## src/rtl/shunting_yard.sv

```systemverilog
// Streaming infix-to-postfix converter (Dijkstra shunting-yard).
// Number/operator tokens enter one at a time; RPN tokens leave through a registered output slot.
module shunting_yard #(
   parameter int DATA_W = 8,
   parameter int DEPTH  = 16
) (
   input  logic              CLK,
   input  logic              RST,
   input  logic              IN_VALID,
   output logic              IN_READY,
   input  logic [1:0]        IN_KIND,
   input  logic [DATA_W-1:0] IN_DATA,
   output logic              OUT_VALID,
   input  logic              OUT_READY,
   output logic              OUT_KIND,
   output logic [DATA_W-1:0] OUT_DATA,
   output logic              DONE,
   output logic              ERR,
   output logic              BUSY
);
   localparam int CNT_W = $clog2(DEPTH + 1);
   localparam int IDX_W = $clog2(DEPTH);

   typedef enum logic [2:0] {
      ACCEPT, EMIT, POP_PREC, PUSH_OP, POP_PAREN, FLUSH, DONE_ST, ERROR
   } state_t;

   state_t            state, nxt;
   logic [7:0]        stk [DEPTH];
   logic [CNT_W-1:0]  cnt;
   logic [IDX_W-1:0]  top_idx, wr_idx;
   logic [7:0]        top, pend, in_op, push_data;
   logic              push, pop, load, load_kind, pend_we;
   logic              in_fire, out_fire, can_load, full, empty;
   logic [DATA_W-1:0] load_data;

   function automatic logic is_arith(input logic [7:0] c);
      return (c == "+") || (c == "-") || (c == "*") || (c == "/");
   endfunction

   // '(' ranks lowest so an incoming operator never pops past it.
   function automatic logic [1:0] prec(input logic [7:0] c);
      case (c)
         "+", "-": prec = 2'd1;
         "*", "/": prec = 2'd2;
         default:  prec = 2'd0;
      endcase
   endfunction

   assign in_op    = IN_DATA[7:0];
   assign top_idx  = IDX_W'(cnt - CNT_W'(1));
   assign wr_idx   = IDX_W'(cnt);
   assign top      = stk[top_idx];
   assign full     = (cnt == CNT_W'(DEPTH));
   assign empty    = (cnt == '0);
   assign out_fire = OUT_VALID && OUT_READY;
   assign can_load = !OUT_VALID || OUT_READY;
   assign in_fire  = IN_READY && IN_VALID;
   assign DONE     = (state == DONE_ST);
   assign ERR      = (state == ERROR);
   assign BUSY     = (state != ACCEPT);

   always_ff @(posedge CLK) begin
      if (RST) state <= ACCEPT;
      else     state <= nxt;
   end

   // Popping states only act when the output slot is free or draining this cycle,
   // so every popped operator is handed over before the state moves on.
   always_comb begin
      nxt       = state;
      IN_READY  = (state == ACCEPT) && !OUT_VALID;
      push      = 1'b0;
      push_data = in_op;
      pop       = 1'b0;
      load      = 1'b0;
      load_kind = 1'b1;
      load_data = DATA_W'(top);
      pend_we   = 1'b0;
      case (state)
         ACCEPT: if (in_fire) begin
            case (IN_KIND)
               2'd0: begin
                  load      = 1'b1;
                  load_kind = 1'b0;
                  load_data = IN_DATA;
                  nxt       = EMIT;
               end
               2'd1: begin
                  if (in_op == "(") begin
                     if (full) nxt = ERROR;
                     else      push = 1'b1;
                  end else if (in_op == ")") begin
                     nxt = POP_PAREN;
                  end else if (is_arith(in_op)) begin
                     pend_we = 1'b1;
                     nxt     = POP_PREC;
                  end else begin
                     nxt = ERROR;
                  end
               end
               2'd2:    nxt = FLUSH;
               default: nxt = ERROR;
            endcase
         end
         EMIT: if (out_fire) nxt = ACCEPT;
         POP_PREC: if (can_load) begin
            if (!empty && prec(top) >= prec(pend)) begin
               load = 1'b1;
               pop  = 1'b1;
            end else begin
               nxt = PUSH_OP;
            end
         end
         PUSH_OP: begin
            if (full) nxt = ERROR;
            else begin
               push      = 1'b1;
               push_data = pend;
               nxt       = ACCEPT;
            end
         end
         POP_PAREN: if (can_load) begin
            if (empty) nxt = ERROR;
            else if (top == "(") begin
               pop = 1'b1;
               nxt = ACCEPT;
            end else begin
               load = 1'b1;
               pop  = 1'b1;
            end
         end
         FLUSH: if (can_load) begin
            if (empty)             nxt = DONE_ST;
            else if (top == "(")   nxt = ERROR;
            else begin
               load = 1'b1;
               pop  = 1'b1;
            end
         end
         DONE_ST: nxt = ACCEPT;
         default: nxt = ERROR;
      endcase
   end

   always_ff @(posedge CLK) begin
      if (RST) begin
         cnt       <= '0;
         OUT_VALID <= 1'b0;
         OUT_KIND  <= 1'b0;
         OUT_DATA  <= '0;
      end else begin
         if (nxt == ERROR) OUT_VALID <= 1'b0;
         else if (load) begin
            OUT_VALID <= 1'b1;
            OUT_KIND  <= load_kind;
            OUT_DATA  <= load_data;
         end else if (out_fire) begin
            OUT_VALID <= 1'b0;
         end
         if (push)     cnt <= cnt + CNT_W'(1);
         else if (pop) cnt <= cnt - CNT_W'(1);
      end
   end

   always_ff @(posedge CLK) begin
      if (push)    stk[wr_idx] <= push_data;
      if (pend_we) pend        <= in_op;
   end
endmodule

```

## config.mk

```make
export PLATFORM = sky130hd
export DESIGN_NAME = shunting_yard
export DESIGN_NICKNAME = d
export VERILOG_FILES = /design/src/rtl/shunting_yard.sv
export SDC_FILE = /design/constraint.sdc
export NUM_CORES = 1
export LEC_CHECK = 0
export ABC_AREA = 1
export CORE_MARGIN = 5
export CORE_UTILIZATION = 30
export DETAILED_ROUTE_END_ITERATION = 12
export PLACE_DENSITY = 0.46
export SLEW_MARGIN = 20
export SYNTH_ARGS = -nofsm -noshare
export SYNTH_HDL_FRONTEND = slang
export SYNTH_SLANG_ARGS = --single-unit
```

## constraint.sdc

```tcl
create_clock -name CLK -period 4.35 [get_ports CLK]
set_clock_uncertainty 0.15 [all_clocks]
set_input_delay 0.87 -clock CLK [delete_from_list [all_inputs] [get_ports CLK]]
set_output_delay 0.87 -clock CLK [all_outputs]
set_load 0.01 [all_outputs]
```

; ---- Word level (Yosys, flattened, before mapping)
; Memories as Yosys holds them, arrays and structs flattened.
; Cells that the tools add are included.
[totals]
regBits = 26
ram_bits = 128
in_bits = 14
out_inout_bits = 14
elab_cells = 119
n_memories = 1
[op_classes]
n_addsub = 2
n_lt_le_gt_ge = 1
eq_ne = 26
mux = 59
bitwise_logic = 1
n_reduce_logical = 23
[mem_list]
columns = name, words, width, read_ports, rd_ports_with_merged_regs, wr, line_no
row1 = stk, 16, 8, 1, 0, 1, 29  ; logic [7:0] stk [DEPTH];
[ops]
columns = op, n
row1 = $eq 8x6->1 const B, 15
row2 = $mux 3, 15
row3 = $mux 8, 5
row4 = $mux 1, 26
row5 = $pmux 3 s7, 1
row6 = $eq 3x3->1 const B, 5
row7 = $reduce_or 2->1, 6
row8 = $mux 5, 2
row9 = $pmux 3 s3, 1
row10 = $mux 2, 4
row11 = $pmux 2 s2, 2
row12 = $eq 3x2->1 const B, 2
row13 = $pmux 1 s3, 2
row14 = $add 5x1->5 const B, 1
row15 = $eq 5x5->1 const B, 1
row16 = $logic_not 5->1, 1
row17 = $sub 5x1->5 const B, 1
row18 = $logic_and 1x1->1, 4
row19 = $logic_or 1x1->1, 4
row20 = $reduce_bool 2->1, 2
row21 = $eq 3x1->1 const B, 1
row22 = $logic_not 3->1, 1
row23 = $reduce_bool 3->1, 1
row24 = $eq 2x1->1 const B, 1
row25 = 7 further kinds, 8

; ---- Logic depth before layout (Yosys ltp)
; Gate-level depths: netlist of run 1.
; An unclocked memory read counts as a cell.
[logic_depth]
ltp_word = 15
ltp_mapped = 31
ltp_nobuf = 26

; ---- Least setup slack after synthesis of run 1
; OpenSTA, ideal clock, no wires.
[synth_timing]
path_kind = register to register
start = register cnt[0]
end = register OUT_KIND
setup_ns = 0.114
arrival_ns = 3.484
required_ns = 4.086
setup_slack_ns = 0.602
stages_incl_launch_ff = 24
n_path_buf = 6
period_less_slack_ns = 3.748
cell_sequence = dfxtp_1 -> buf_4 -> inv_2 -> buf_6 -> buf_2 -> ha_1 -> buf_2 -> clkbuf_1 -> nand3_1 -> nand3_1 -> nand3_1 -> nand2_1 -> nand3_2 -> nor2_4 -> o21ai_0 -> ha_1 -> o21a_1 -> o21ai_0 -> nor2_1 -> nor2_1 -> nand2_4 -> buf_6 -> o211ai_2 -> inv_1
[synth_between]
elab_chain_cells = 15
elab_cells_between_ends = 40
classes_between = add/sub (1) / order compare (1) / eq/ne (7) / mux (23) / bitwise (1) / reduce/logical (6) / memory (1)
[synth_rtl]
columns = item, line_no
row1 = "start, declared", 30  ; logic [CNT_W-1:0] cnt;
row2 = "start signal, assigned", 161  ; if (push) cnt <= cnt + CNT_W'(1);
row3 = "start signal, assigned", 162  ; else if (pop) cnt <= cnt - CNT_W'(1);
row4 = $sub 5x1->5, n/a
row5 = $mem_v2 16x8, n/a
row6 = $eq 8x6->1, 43  ; case (c)
row7 = $reduce_or 2->1, 43
row8 = $pmux 2 s2, 43
row9 = $mux 2, 107  ; POP_PREC: if (can_load) begin
row10 = $mux 2, 80  ; case (state)
row11 = $ge 2x2->1, 108  ; if (!empty && prec(top) >= prec(pend)) begin
row12 = $logic_and 1x1->1, 108
row13 = $mux 3, 108
row14 = $mux 3, 107
row15 = $pmux 3 s7, 80
row16 = $eq 3x3->1, 153  ; if (nxt == ERROR) OUT_VALID <= 1'b0;
row17 = $not 1->1 (no source line), n/a
row18 = $reduce_and 2->1 (no source line) *, n/a
row19 = "end signal, assigned", 156  ; OUT_KIND <= load_kind;
row20 = "end, declared", 15  ; output logic OUT_KIND,
; Every way passes the cells marked *; elsewhere a longest branch is shown, timed or not. The select of a mux whose other input is x is not followed.
; A chain may end at the register's enable or synchronous reset.

; ---- Worst setup path after layout of run 1
[layout_timing]
start = register cnt[1]
end = register OUT_DATA[4]
[layout_between]
elab_chain_cells = 15
elab_cells_between_ends = 43
classes_between = add/sub (1) / order compare (1) / eq/ne (7) / mux (26) / bitwise (1) / reduce/logical (6) / memory (1)
[layout_rtl]
columns = item, line_no
row1 = $sub 5x1->5, n/a
row2 = $mem_v2 16x8, n/a
row3 = $eq 8x6->1, 43
row4 = $reduce_or 2->1, 43
row5 = $pmux 2 s2, 43
row6 = $mux 2, 107
row7 = $mux 2, 80
row8 = $ge 2x2->1, 108
row9 = $logic_and 1x1->1, 108
row10 = $mux 3, 108
row11 = $mux 3, 107
row12 = $pmux 3 s7, 80
row13 = $eq 3x3->1, 153
row14 = $not 1->1 (no source line), n/a
row15 = $reduce_and 2->1 (no source line), n/a
row16 = "end signal, assigned", 157  ; OUT_DATA <= load_data;
row17 = "end, declared", 16  ; output logic [DATA_W-1:0] OUT_DATA,
; Parallel ways exist; a longest one is shown, timed or not. The select of a mux whose other input is x is not followed.

==> impl_metrics.csv, run 1 <==
group,metric,value,unit
status,status,"finished, final reports clean",
pwr,p_clk_frac,0.231,
finish,multi_input_area,0.00231,sq mm
synthesis,syn_nets,771,
finish,area_growth,17.6,%
global_route,gr-usage-met1,0.213,
sta,maxSlewHeadroom,0.278,
synthesis,syn_inst,750,
finish,design_area,0.00853,sq mm
pwr,p_int,3.45,mW
pwr,peakVddDrop,0.335,mV
pwr,power,6.17,mW
sta,setup_violations,0,
clocking,clkTransAtPathRegs,60,ps
placement,io_buffer_count,27,
global_route,grt_util_all_layers,0.151,
setup_path,r2r_slack,570,ps
setup_path,path_cells,"inv_1 -> ha_1 -> inv_1 -> buf_12 -> nor2_1 -> o21ai_0 -> nand3_1 -> nand3_1 -> nand3_2 -> nor2_4 -> o21ai_0 -> ha_1 -> o21a_1 -> o21ai_0 -> nor2_1 -> nor2_1 -> nand2_4 -> o21ai_0 -> a31oi_1",
synthesis,yosysMostFrequentCell,"nand2_1",
floorplanning,die_w,166,um
clocking,cts_resized,0,
setup_path,critical_path.max_fanout,30,
setup_path,cp.required,4500,ps
floorplanning,pin_count,28,
routing,routed_wl,19600,um
pwr,pwr-share-seq,0.294,
global_route,antenna_found_initial,0,
floorplanning,floorplan.die_area,0.0274,sq mm
clocking,cts-root-buf,"clkbuf_16",
routing,drt_iter0_markers,439,
setup_path,r2r_start,"cnt[1]$_SDFFE_PP0P_",
synthesis,synth_top_cells_by_count,"nand2_1 (202), edfxtp_1 (136), nand3_1 (101)",
sta,grt_setup_unrepaired,"false",
synthesis,avgSynthCellArea,9.67,sq um
routing,wl_per_cell,17.3,um
sta,finalCritPeriodShare,0.869,
floorplanning,core_area,0.0240,sq mm
setup_path,critPathCaptureType,"flop",
placement,routabilityCongestion,0.891,
routing,drc,0,
global_route,grt_pass1_wl,30600,um
routing,routed_via_density,4.61,
sta,tns,0,ps
synthesis,synth_edf_count,136,
setup_path,startpoint_type,"flop",
synthesis,yosys.area.top_type_share,0.563,
sta,worstMarginPinSlew,1080,ps
synthesis,synth-async-reset-ratio,0,
clocking,cts_tree,"yes",
routing,postRouteAntennaNets,0,
synthesis,synthesis.area,0.00726,sq mm
placement,hpwl,12900,um
global_route,use_met2,0.237,
routing,firstDrtPassIters,5,
sta,drv_slew,0,
synthesis,synth-seq-area-share,0.613,
pwr,p_leak,3.35,nW
pwr,p_per_area,724,mW/mm^2
synthesis,synth_area_leader_cell,"edfxtp_1",
setup_path,crit_type,"reg -> reg",
clocking,postCtsHoldBufs,0,
clocking,cts_setup_buffers,0,
setup_path,r2r-end,"OUT_DATA[4]$_SDFFE_PP0P_",
finish,regArea,0.00445,sq mm
setup_path,slowest_stage,"dfxtp_1",
pwr,p_switching,2.72,mW
clocking,clockBufferDepth,2,
synthesis,synth.area.top_cells,"edfxtp_1 (56%), nand2_1 (10%), nand3_1 (7.0%), dfxtp_1 (5.0%), inv_1 (4.1%)",
floorplanning,floorplan.initialDensity,0.302,
finish,drive_above_1_share,0.104,
worst_hold_path,holdPathEnd,"OUT_KIND$_SDFFE_PP0P_",
clocking,clkLatencyLatePin,420,ps
job,drv_cap,0,
floorplanning,fp.dieH,166,um
synthesis,yosys_warnings,0,
worst_hold_path,min_from,"OUT_KIND$_SDFFE_PP0P_",
global_route,grt_pass1_vias,5137,
pwr,power_frac_comb,0.475,
clocking,cts_num_sinks,154,
placement,postPlaceCellArea,0.00797,sq mm
sta,max_freq,264,MHz
sta,fin_crit,3780,ps
setup_path,rr_worst_depth,19,
setup_path,crit_top_cell,"o21ai_0",
global_route,top_usage_layer,"met2",
finish,nFillCells,2466,
global_route,overflow,0,
global_route,met3_usage,0.0223,
synthesis,synth_cell_types,41,
pwr,netSwitchingFraction,0.441,
clocking,cts_max_level,4,
worst_hold_path,worstHoldPathCells,2,
worst_hold_path,min_path_type,"reg -> reg",
finish,num-nets-final,816,
synthesis,synth_ff_type,"edfxtp_1",
setup_path,cpPeakStageDelay,410,ps
sta,hold_viol_final,0,
synthesis,ys_ff_latch,154,
clocking,numCtsBuffers,17,
routing,num_vias,5218,
setup_path,crit_arrival,3930,ps
global_route,grt_max_degree,70,
finish,utilization,0.355,
floorplanning,rows,57,
stage by stage:
step / std cells / worst slack [ps] / hold slack [ps]
finish: 1133 / 568 / 355
global route: 1132 / 233 / 393
CTS: 1132 / 527 / 364
detailed placement: 1100 / 538 / 348
global placement: 1100 / 601 / 343
floorplan: 750 / 602 / 347
state kept, by name, indices dropped and copies added, names as in the netlist:
| register | flops |
|---|---|
| OUT_KIND | 1 |
| cnt | 5 |
| pend | 8 |
| stk | 128 |
| OUT_VALID | 1 |
| state | 3 |
| OUT_DATA | 8 |
power groups by stage:
stage          sequential [mW]  clock [mW]  combinational [mW]
4_1_cts                   1.82        1.46                2.98
2_1_floorplan             1.84           0                2.03
5_1_grt                   1.83        1.52                3.33
6_report                  1.82        1.43                2.93
3_3_place_gp              1.85           0                2.99
3_5_place_dp              1.85           0                2.98
cell type report:
class                      count  share of cell area
antenna                        1            0.000293
tap                          324              0.0475
clock inverter                13              0.0150
multi-input combinational    484               0.271
inverter                      83              0.0365
clock buffer                  19              0.0508
sequential                   154               0.521
timing repair buffer          55              0.0578
placed cells by master, fill, tap and decap left out, types with 3 or more instances in the layout:
cell	n
nand2_1	202
edfxtp_1	136
nand3_1	101
inv_1	80
nor2_1	73
o21ai_0	29
clkdlybuf4s50_1	27
buf_4	27
dfxtp_1	17
clkbuf_16	17
a21oi_1	11
nor3_1	9
o21ai_1	7
ha_1	7
or2_1	5
a211oi_2	5
clkinvlp_4	5
nor2_2	4
clkinv_1	4
o21ai_2	3
nand2_2	3
a31oi_1	3
critical path: cells and delay by family (launching register included):
kind | cells | cell delay, ps
buffers and inverters | 3 | 420
AND/OR/NAND/NOR | 8 | 1180
adder cells (fa/ha/maj) | 2 | 620
AO/OA/AOI/OAI | 6 | 850
flip-flops | 1 | 410
logic make-up (layout without fill, tap and decap cells):
kind of cell             count (synthesis)  in the layout  share of synthesized area
AO/OA/AOI/OAI                           67             67                     0.0571
XOR/XNOR                                 4              4                    0.00690
adder cells (fa/ha/maj)                  7              7                     0.0121
buffers and inverters                  112            170                     0.0705
flip-flops                             154            154                      0.613
other                                    0              1                          0
AND/OR/NAND/NOR                        406            406                      0.241
worst max-delay path by stage:
stage	start	endpoint	slack (ps)
4_1_cts	cnt[1]$_SDFFE_PP0P_	OUT_DATA[3]$_SDFFE_PP0P_	530
5_1_grt	cnt[0]$_SDFFE_PP0P_	OUT_DATA[3]$_SDFFE_PP0P_	230
3_5_place_dp	cnt[1]$_SDFFE_PP0P_	OUT_DATA[3]$_SDFFE_PP0P_	540
2_1_floorplan	cnt[0]$_SDFFE_PP0P_	OUT_KIND$_SDFFE_PP0P_	600
6_report	cnt[1]$_SDFFE_PP0P_	OUT_DATA[4]$_SDFFE_PP0P_	570
3_3_place_gp	cnt[1]$_SDFFE_PP0P_	OUT_DATA[4]$_SDFFE_PP0P_	600
layer usage:
layer,up-vias,part of all wire
met5,-,0
met1,2508,0.49
met2,86,0.47
met3,29,0.025
met4,0,0.022
li1,2595,-
(Power assumes the default switching activity.)
==> run 2: changes to the inputs <==
--- a/config.mk
+++ b/config.mk
@@ -7,9 +7,9 @@
 export LEC_CHECK = 0
 export ABC_AREA = 1
 export CORE_MARGIN = 5
-export CORE_UTILIZATION = 30
+export CORE_UTILIZATION = 58
 export DETAILED_ROUTE_END_ITERATION = 12
-export PLACE_DENSITY = 0.46
+export PLACE_DENSITY = 0.77
 export SLEW_MARGIN = 20
 export SYNTH_ARGS = -nofsm -noshare
 export SYNTH_HDL_FRONTEND = slang
==> impl_metrics.csv, run 2 (synthesis results as in run 1) <==
group,metric,value,unit
status,status,"finished, final reports clean",
setup_path,crit_arrival,4070,ps
sta,grt_setup_unrepaired,"false",
floorplanning,floorplan.initialDensity,0.597,
setup_path,r2r-end,"OUT_DATA[5]$_SDFFE_PP0P_",
setup_path,critPathTopFamily,"simple AND/OR/NAND/NOR gates",
worst_hold_path,holdPathEnd,"OUT_KIND$_SDFFE_PP0P_",
sta,tns,0,ps
floorplanning,core_area,0.0122,sq mm
clocking,cts_setup_buffers,0,
finish,area_growth,13.9,%
routing,wl_per_cell,18.0,um
routing,drc,0,
floorplanning,die_w,122,um
finish,top_regs,"stk (128), OUT_DATA (8), pend (8)",
clocking,clkLatencyLatePin,430,ps
pwr,p_per_area,742,mW/mm^2
clocking,cts_resized,0,
placement,io_buffer_count,27,
routing,routed_via_density,5.61,
clocking,numCtsBuffers,17,
finish,largest-register,"stk",
global_route,grt_util_all_layers,0.248,
sta,worstMarginPinSlew,815,ps
placement,hpwl,11400,um
sta,max_freq,255,MHz
worst_hold_path,min_from,"OUT_KIND$_SDFFE_PP0P_",
finish,num_antenna_cells,0,
setup_path,critical_path.max_fanout,30,
clocking,cts_num_sinks,154,
sta,finalCritPeriodShare,0.902,
floorplanning,floorplan.die_area,0.0148,sq mm
setup_path,cpPeakStageDelay,400,ps
setup_path,path_buf_inv,4,
floorplanning,pin_count,28,
floorplanning,fp.dieH,122,um
sta,drv_slew,0,
sta,maxSlewHeadroom,0.455,
finish,layout_commonest_cell,"nand2_1",
clocking,clkTransAtPathRegs,60,ps
global_route,grt_pass1_wl,27700,um
finish,layout_common_cells,"nand2_1 (202), edfxtp_1 (136), nand3_1 (101)",
global_route,grt_pass1_vias,5311,
finish,drive_above_1_share,0.0878,
pwr,peakVddDrop,0.401,mV
sta,fin_crit,3920,ps
setup_path,rr_worst_depth,21,
setup_path,crit_type,"reg -> reg",
routing,firstDrtPassIters,5,
routing,num_vias,5412,
routing,postRouteAntennaNets,0,
setup_path,r2r_start,"cnt[1]$_SDFFE_PP0P_",
routing,routed_wl,17400,um
finish,largest_reg_flops,128,
global_route,grt_max_degree,70,
sta,setup_violations,0,
job,drv_cap,0,
routing,drt_iter0_markers,606,
setup_path,path_cells,"inv_1 -> ha_1 -> inv_1 -> buf_4 -> nor2_1 -> nand2_1 -> nand2_1 -> nand2_1 -> nand3_1 -> nand2_1 -> inv_1 -> nor3_1 -> o21ai_0 -> ha_1 -> o21a_1 -> o21ai_0 -> nor2_1 -> nor2_1 -> nand2_4 -> o21ai_0 -> a31oi_1",
pwr,p_leak,3.29,nW
finish,finalNonFillerCells,965,
placement,place_inst,933,
setup_path,startpoint_type,"flop",
setup_path,r2r_slack,430,ps
setup_path,critPathCaptureType,"flop",
clocking,cts_max_level,4,
placement,routabilityCongestion,0.939,
clocking,postCtsHoldBufs,0,
finish,num-nets-final,805,
clocking,clockBufferDepth,2,
setup_path,cp.required,4500,ps
floorplanning,rows,40,
setup_path,crit_top_cell,"nand2_1",
global_route,antenna_found_initial,0,
global_route,overflow,0,
worst_hold_path,min_path_type,"reg -> reg",
clocking,cts_tree,"yes",
worst_hold_path,worstHoldPathCells,2,
sta,hold_viol_final,0,
clocking,cts-root-buf,"clkbuf_16",
setup_path,slowest_stage,"dfxtp_1",
-- run 2: worst reg2reg max path, cell delays in order (launching register included) --
cell	delay, ps
dfxtp_1	400
inv_1	120
ha_1	320
inv_1	70
buf_4	320
nor2_1	100
nand2_1	70
nand2_1	50
nand2_1	90
nand3_1	80
nand2_1	140
inv_1	80
nor3_1	220
o21ai_0	110
ha_1	310
o21a_1	180
o21ai_0	230
nor2_1	110
nor2_1	190
nand2_4	180
o21ai_0	220
a31oi_1	60
-- run 2: metrics by stage --
| step | area, sq um | utilization | worst slack [ps] | hold WS [ps] | total power, mW |
|---|---|---|---|---|---|
| after floorplan | 7260 | - | 602 | 347 | 3.86 |
| after global placement | 7660 | 0.630 | 480 | 335 | 4.56 |
| after detailed placement | 7660 | 0.630 | 437 | 349 | 4.63 |
| after CTS | 8250 | 0.679 | 447 | 362 | 6.08 |
| after global routing | 8260 | 0.680 | 3.92 | 399 | 6.53 |
| final | 8260 | 0.680 | 428 | 364 | 6.13 |
-- run 2: how the worst max path moves through the flow --
stage                        start                        to  slack [ps]  depth (start not counted)
5_1_grt        cnt[1]$_SDFFE_PP0P_  OUT_DATA[5]$_SDFFE_PP0P_           4                         21
3_3_place_gp            IN_DATA[3]       stk[7][0]$_DFFE_PP_         480                          9
6_report       cnt[1]$_SDFFE_PP0P_  OUT_DATA[5]$_SDFFE_PP0P_         430                         21
3_5_place_dp            IN_DATA[3]      stk[15][6]$_DFFE_PP_         440                          9
4_1_cts        cnt[1]$_SDFFE_PP0P_  OUT_DATA[4]$_SDFFE_PP0P_         450                         19
2_1_floorplan  cnt[0]$_SDFFE_PP0P_     OUT_KIND$_SDFFE_PP0P_         600                         23
-- run 2: layout make-up --
cell class                 instances  area (sq um)
inverter                          83           312
multi-input combinational        484          2310
clock buffer                      21           440
tap                              168           210
fill                             937          3900
clock inverter                    11           148
sequential                       154          4450
timing repair buffer              44           398
-- run 2: metal layers --
metal / share of wire / GRT usage / routed length, um / up-vias
li1: - / - / - / 2572
met1: 0.42 / 0.334 / 7250 / 2590
met2: 0.49 / 0.401 / 8550 / 216
met3: 0.070 / 0.0492 / 1220 / 34
met4: 0.023 / 0.0938 / 398 / 0
met5: 0 / 0 / 0 / -
-- run 2: where the power goes --
group          total (mW)  internal, mW  switching (mW)
Clock                1.46         0.900           0.556
Sequential           1.82          1.74          0.0841
Combinational        2.86         0.873            1.98
